**src/rtl/alu_pkg.sv**
```systemverilog
// Shared ALU definitions: opcodes, status flags and the FIFO entry layout.
package alu_pkg;

  localparam int unsigned ALU_DATA_W = 16;
  localparam int unsigned ALU_SEL_W  = 4;

  localparam logic [3:0] OP_ADD  = 4'b0000;
  localparam logic [3:0] OP_SUB  = 4'b0001;
  localparam logic [3:0] OP_MUL  = 4'b0010;
  localparam logic [3:0] OP_DIV  = 4'b0011;
  localparam logic [3:0] OP_AND  = 4'b0100;
  localparam logic [3:0] OP_OR   = 4'b0101;
  localparam logic [3:0] OP_XOR  = 4'b0110;
  localparam logic [3:0] OP_NOT  = 4'b0111;
  localparam logic [3:0] OP_SL   = 4'b1000;
  localparam logic [3:0] OP_SR   = 4'b1001;
  localparam logic [3:0] OP_LAST = 4'b1001;

  typedef struct packed {
    logic inv;
    logic dz;
    logic neg;
    logic zero;
  } alu_flags_t;

  typedef struct packed {
    logic [ALU_DATA_W-1:0] result;
    logic [ALU_SEL_W-1:0]  sel;
    alu_flags_t            flags;
  } alu_entry_t;

  localparam int unsigned FLAGS_W = $bits(alu_flags_t);

endpackage

```
**src/rtl/alu_flag_gen.sv**
```systemverilog
// Sanitises an ALU result (illegal opcode / divide by zero -> 0) and derives its status flags.
module alu_flag_gen
  import alu_pkg::*;
#(
  parameter int unsigned DATA_W = 16,
  parameter int unsigned SEL_W  = 4
) (
  input  logic [DATA_W-1:0] result,
  input  logic [SEL_W-1:0]  sel,
  input  logic              b_zero,
  output logic [DATA_W-1:0] san_result_c,
  output alu_flags_t        flags_c
);

  // The ALU drives X for opcodes past OP_LAST and for division by zero.
  always_comb begin
    flags_c      = '0;
    flags_c.inv  = (sel > SEL_W'(OP_LAST));
    flags_c.dz   = (sel == SEL_W'(OP_DIV)) && b_zero;
    san_result_c = (flags_c.inv || flags_c.dz) ? '0 : result;
    flags_c.neg  = san_result_c[DATA_W-1];
    flags_c.zero = (san_result_c == '0);
  end

endmodule

```
**src/rtl/alu_result_fifo.sv**
```systemverilog
// Buffers sanitised ALU results with opcode and flags behind a valid/ready FIFO.
// Optional divide-by-zero event counter: define ALU_RESULT_FIFO_STATS_EN.
module alu_result_fifo
  import alu_pkg::*;
#(
  parameter int unsigned DEPTH  = 4,
  parameter int unsigned DATA_W = 16,
  parameter int unsigned SEL_W  = 4
) (
  input  logic                       clk,
  input  logic                       rst_n,
  input  logic                       in_valid,
  output logic                       in_ready,
  input  logic [DATA_W-1:0]          in_result,
  input  logic [SEL_W-1:0]           in_sel,
  input  logic                       in_b_zero,
  output logic                       out_valid,
  input  logic                       out_ready,
  output logic [DATA_W-1:0]          out_result,
  output logic [SEL_W-1:0]           out_sel,
  output logic [3:0]                 out_flags,
  output logic [$clog2(DEPTH+1)-1:0] count,
  output logic [7:0]                 stat_dz_cnt
);

  localparam int unsigned AW      = (DEPTH > 1) ? $clog2(DEPTH) : 1;
  localparam int unsigned CW      = $clog2(DEPTH+1);
  localparam int unsigned ENTRY_W = DATA_W + SEL_W + FLAGS_W;

  logic [ENTRY_W-1:0] mem [DEPTH];
  logic [AW-1:0]      wr_ptr;
  logic [AW-1:0]      rd_ptr;
  logic [DATA_W-1:0]  san_result;
  alu_flags_t         new_flags;
  logic [ENTRY_W-1:0] head;
  logic               full;
  logic               empty;
  logic               push;
  logic               pop;

  alu_flag_gen #(
    .DATA_W (DATA_W),
    .SEL_W  (SEL_W)
  ) u_flag_gen (
    .result       (in_result),
    .sel          (in_sel),
    .b_zero       (in_b_zero),
    .san_result_c (san_result),
    .flags_c      (new_flags)
  );

  assign full      = (count == CW'(DEPTH));
  assign empty     = (count == '0);
  assign in_ready  = !full;
  assign out_valid = !empty;
  assign push      = in_valid && in_ready;
  assign pop       = out_valid && out_ready;

  // Pointers wrap naturally because DEPTH is a power of two.
  always_ff @(posedge clk) begin
    if (!rst_n) begin
      wr_ptr <= '0;
      rd_ptr <= '0;
      count  <= '0;
    end else begin
      if (push) wr_ptr <= wr_ptr + AW'(1);
      if (pop)  rd_ptr <= rd_ptr + AW'(1);
      case ({push, pop})
        2'b10:   count <= count + CW'(1);
        2'b01:   count <= count - CW'(1);
        default: count <= count;
      endcase
    end
  end

  always_ff @(posedge clk) begin
    if (push) mem[wr_ptr] <= {san_result, in_sel, new_flags};
  end

  // Head is read straight from storage so it holds steady during a stall.
  assign head       = mem[rd_ptr];
  assign out_result = empty ? '0 : head[ENTRY_W-1 -: DATA_W];
  assign out_sel    = empty ? '0 : head[FLAGS_W +: SEL_W];
  assign out_flags  = empty ? '0 : head[FLAGS_W-1:0];

`ifdef ALU_RESULT_FIFO_STATS_EN
  always_ff @(posedge clk) begin
    if (!rst_n) begin
      stat_dz_cnt <= '0;
    end else if (push && new_flags.dz && (stat_dz_cnt != 8'hFF)) begin
      stat_dz_cnt <= stat_dz_cnt + 8'd1;
    end
  end
`else
  assign stat_dz_cnt = 8'h00;
`endif

endmodule
```
**config.mk**
```make
export PLATFORM = sky130hd
export DESIGN_NAME = alu_result_fifo
export DESIGN_NICKNAME = d
export VERILOG_FILES = /design/src/rtl/alu_pkg.sv /design/src/rtl/alu_flag_gen.sv /design/src/rtl/alu_result_fifo.sv
export SDC_FILE = /design/constraint.sdc
export NUM_CORES = 1
export LEC_CHECK = 0
export CORE_UTILIZATION = 50
export CTS_CLUSTER_DIAMETER = 150
export DETAILED_ROUTE_END_ITERATION = 10
export PLACE_DENSITY = 0.74
export SLEW_MARGIN = 20
export SYNTH_ARGS = -nofsm -noshare
export SYNTH_HDL_FRONTEND = slang
export SYNTH_SLANG_ARGS = --single-unit
```
**constraint.sdc**
```tcl
create_clock -name clk -period 2.1 [get_ports clk]
set_input_delay 0.21 -clock clk [delete_from_list [all_inputs] [get_ports clk]]
set_output_delay 0.21 -clock clk [all_outputs]
set_load 0.05 [all_outputs]
```
# == Word level (Yosys, flattened, before mapping) ==
# Memory sizes are Yosys's and may differ from the RTL's. A register that Yosys moved wholly into a read port is not among the register bits.
# Index checks and enable logic that the tools add are counted.
# W data, S select, Z words.
# totals
reg_bits,7
ramBits,96
n_memories,1
output_inout_bits,37
input_bits,25
wordCells,31
# mem_list
memory,depth,width,read_ports,rd_ports_with_merged_regs,wr,line,text
mem,4,24,1,1,1,alu_result_fifo.sv:30,logic [ENTRY_W-1:0] mem [DEPTH];
# classes
n_mux,9
n_addsub,4
magnitude_cmp,1
eq_ne,4
reduce_logical,9
# op_table
operator,count
$mux W16,2
$logic_not A16 Y1,1
$mux W4,2
$pmux W3 S2,1
$add A2 B1 Y2 const B,2
$eq A4 B2 Y1 const B,1
$gt A4 B4 Y1 const B,1
$mux W2,2
$add A3 B1 Y3 const B,1
$eq A3 B3 Y1 const B,1
$logic_and A1 B1 Y1,3
$logic_not A3 Y1,1
$sub A3 B1 Y3 const B,1
$eq A2 B1 Y1 const B,1
$eq A2 B2 Y1 const B,1
$logic_not A1 Y1,2
$mux W1,2
$reduce_bool A2 Y1,1
$logic_or A1 B1 Y1,1

# == Depth between registers and ports, before layout ==
# depth
word_depth,5
depth_mapped,9
depth_no_buf,9

# == Modules after synthesis ==
# Synthesis repeated with hierarchy kept, for this count alone.
# unflattened
hier_cells,245
area_unflattened_um2,4423.0
# modules_own_cells
mod,seq_area_each_um2,instances,cells_per_inst,area_each_um2
alu_result_fifo,3062.9,1,217,4231.6
alu_flag_gen,0.0,1,28,191.4

# == Worst setup path after synthesis ==
# No wires, ideal clock.
# synth_timing
kind,register to register
startpoint,register count[2]
endpoint,register count[2]
n_path_buf,0
stages_incl_launch_ff,9
setup_slack_ns,-0.238
period_less_slack_ns,2.338
setup_time_ns,0.070
required_time_ns,2.030
t_arrival_ns,2.268
cell_sequence,dfxtp_1 nor3_4 nor2b_1 ha_1 inv_1 fa_1 xor2_1 or3_1 a21boi_1
# synth_via
elab_chain_len,5
elab_cells_between_ends,12
cone_classes,2 x add/sub; 3 x eq/ne; 1 x mux; 6 x reduce/logical
# synth_rtl
item,line,text
start: declaration,alu_result_fifo.sv:22,"output logic [$clog2(DEPTH+1)-1:0] count,"
start signal: assignment,alu_result_fifo.sv:69,2'b10: count <= count + CW'(1);
start signal: assignment,alu_result_fifo.sv:70,2'b01: count <= count - CW'(1);
start signal: assignment,alu_result_fifo.sv:71,default: count <= count;
$logic_not A3 Y1 (*),alu_result_fifo.sv:53,assign empty = (count == '0);
$logic_not A1 Y1 (*),alu_result_fifo.sv:55,assign out_valid = !empty;
$logic_and A1 B1 Y1 (*),alu_result_fifo.sv:57,assign pop = out_valid && out_ready;
via pop,alu_result_fifo.sv:39,logic pop;
$eq A2 B1 Y1 / $eq A2 B2 Y1 (equally long branches),alu_result_fifo.sv:68,"case ({push, pop})"
$pmux W3 S2 / $reduce_bool A2 Y1 (equally long branches),-,
# The timed path passes the listed nets; every way through them passes the cells marked *.
# A chain may end at the register's enable or synchronous reset.

==> impl_metrics.tcl <==
set metrics [dict create \
    outcome "finished, final reports clean" \
    top_usage_layer "met2" \
    gr-usage-met2_pct 29.9 \
    cts.sinks 101 \
    setup.worst_path.start_class "flop" \
    synth-async-reset-ratio_pct 0 \
    grt_util_met3_pct 4.15 \
    synth_ff_type "edfxtp_1" \
    fp-row-count 33 \
    synth_seq_area_share_pct 68.0 \
    clockBufferDepth 2 \
    max_slew_margin_pct 64.9 \
    cts_made_buffers 9 \
    pin_count 62 \
    seq_area_um2 2950 \
    holdCritPathClass "flop to flop" \
    dr.pass1.iters 4 \
    core_area_um2 8300 \
    io_buffers 53 \
    yosysTopAreaCell "edfxtp_1" \
    antenna_found_initial 0 \
    nets 340 \
    p_per_area_nw_per_um2 1370 \
    vias_per_cell 5.23 \
    synth.distinct_cells 32 \
    cp-end-kind "output port" \
    grt_max_degree 28 \
    multi_input_area_um2 1230 \
    cts_tree "built" \
    synth_edf_count 92 \
    slew_violations 0 \
    post-place-cells 402 \
    drc 0 \
    skew_ns 0.00962 \
    syn_avg_cell_area_um2 18.1 \
    synth_most_common_cell "edfxtp_1" \
    syn2layout_area_growth_pct 21.1 \
    grt_use_total_pct 18.1 \
    gp_congestion 0.746 \
    tightest_slew_ns 0.527 \
    final_cell_area_um2 5240 \
    yosysWarnings 0 \
    drv_cap 0 \
    drive_gt1_share_pct 30.7 \
    n_fill_cell 583 \
    rsz0062_at_grt "false" \
    synth_area_leaders "edfxtp_1 64%, mux4_2 12%, dfxtp_1 4.2%" \
    dieWidth_um 95.0 \
    vias 2185 \
    period_share_pct 94.9 \
    clk_pin_slew_worst_paths_ns 0.08 \
    leakagePower_uw 0.00183 \
    wl_mm 7.47 \
    cts-htree-levels 3 \
    first_global_vias 2179 \
    synth_seq_cells 101 \
    placed_area_um2 5040 \
    initial_core_util_pct 52.1 \
    die_y_um 95.0 \
    antenna_cells 0 \
    grt-ovfl-total 0 \
    dp_hpwl_mm 4.80 \
    post-route-min-period_ns 1.99 \
    crit_path_max_fanout 13 \
    crit_type "flop to output port" \
    synth_cells 239 \
    die_area_um2 9030 \
    finalHoldViolCount 0 \
    critPathRequiredTime_ns 1.89 \
    synth_area_um2 4330 \
    root_buffer "clkbuf_8" \
    synth_common_cells "92 x edfxtp_1, 23 x mux4_2, 22 x and2_1" \
    fin_cells 418 \
    grt_util_met1_pct 23.1 \
    clock.fmax_mhz 502 \
    cp_data_arrival_time_ns 1.78 \
    final_util_pct 63.2 \
    ir_worst_vdd_uv 986 \
    grt_pass1_wl_mm 11.4 \
    ant_nets 0 \
    wl_per_cell_um 17.9 \
    clk_latency_ns 0.36 \
    synth_top_area_share_pct 63.8 \
    setup_viol 0 \
    drtIter0Drc 97 \
]
final cells by class:
type                       count  area share [%]
clock buffer                  10            2.43
clock inverter                 5            1.00
inverter                       8           0.573
multi-input combinational    119            23.5
sequential                   101            56.3
tap                          105            2.51
timing repair buffer          70            13.7
worst max-delay path, cell delays in order, from the launching register on:
cell	delay (ns)
dfxtp_4	0.38
buf_12	0.17
mux4_2	0.49
nor2b_1	0.19
buf_12	0.19
cells in the final DEF (no fill, tap or decap):
| master | Yosys | routed |
|---|---|---|
| nor3b_1 | 1 | 1 |
| mux4_2 | 23 | 23 |
| nor2_2 | 0 | 1 |
| clkinv_1 | 0 | 1 |
| fa_1 | 1 | 1 |
| xor2_1 | 1 | 1 |
| a21boi_2 | 1 | 1 |
| mux2i_1 | 2 | 2 |
| or3_1 | 2 | 2 |
| dfxtp_2 | 0 | 2 |
| buf_4 | 9 | 31 |
| nor3_4 | 1 | 1 |
| nand2_1 | 9 | 9 |
| dfxtp_1 | 9 | 5 |
| clkinv_2 | 0 | 2 |
| inv_1 | 8 | 8 |
| o21ai_1 | 2 | 2 |
| bufinv_16 | 0 | 1 |
| nand4bb_1 | 1 | 1 |
| nor2_1 | 3 | 2 |
| and2_1 | 22 | 22 |
| clkinv_4 | 0 | 1 |
| nor2b_4 | 11 | 11 |
| buf_12 | 2 | 9 |
| nand3b_1 | 1 | 1 |
| clkbuf_8 | 0 | 9 |
| a21o_1 | 1 | 1 |
| a21boi_1 | 2 | 2 |
| clkbuf_1 | 2 | 1 |
| nor4_1 | 4 | 4 |
| nor2b_1 | 13 | 13 |
| conb_1 | 1 | 8 |
| xnor2_1 | 1 | 1 |
| dfxtp_4 | 0 | 2 |
| o21ai_0 | 3 | 3 |
| ha_1 | 5 | 5 |
| nand4_1 | 1 | 1 |
| clkdlybuf4s50_1 | 0 | 28 |
| edfxtp_1 | 92 | 92 |
| buf_6 | 2 | 2 |
cells by family after synthesis:
family	Yosys count	share of synthesized area [%]
AO/OA/AOI/OAI	9	1.36
flip-flops	101	68.0
buffers and inverters	26	4.22
XOR/XNOR	2	0.405
other	1	0.0866
adder cells (fa/ha/maj)	6	1.91
multiplexers	25	12.4
AND/OR/NAND/NOR	69	11.6
sequential cells by signal (all words and copies together), names as in the netlist, named ones only:
name,count
mem,92
count,3
rd_ptr,2
wr_ptr,2
routing by layer:
metal | share of wire, % | wire (um)
met1 | 44 | 3300
met5 | 0 | 0
met3 | 3.4 | 255
met2 | 50 | 3760
met4 | 2.0 | 151
path summary, 6_finish.rpt:
check,cells past startpoint,end,start,slack (ns)
max,4,out_result[0],flop,0.11
min,2,flop,rd_ptr[0]$_SDFFE_PN0P_,0.48
max reg2reg,9,count[2]$_SDFFE_PN0P_,count[0]$_SDFFE_PN0P_,0.18
min reg2reg,2,flop,rd_ptr[0]$_SDFFE_PN0P_,0.48
timing repair:
item,CTS,global route
resized for setup,2,2
hold buffers,0,0
setup buffers,1,0
endpoints found under the setup margin,20,2
through the flow:
step	hold slack (ns)	setup WS (ns)	TNS, ns	total power, uW
after floorplan	0.309	0.00663	0	5120
after detailed placement	0.477	-0.0532	-0.0532	6070
after CTS	0.485	0.0197	0	7240
after global placement	0.466	0.00274	0	6030
after global routing	0.515	0.0266	0	7490
final	0.485	0.106	0	7180
report_power, final:
group / internal [uW] / switching (uW)
Clock: 539 / 621
Combinational: 1350 / 2100
Sequential: 2460 / 114
(Power assumes the default switching activity.)
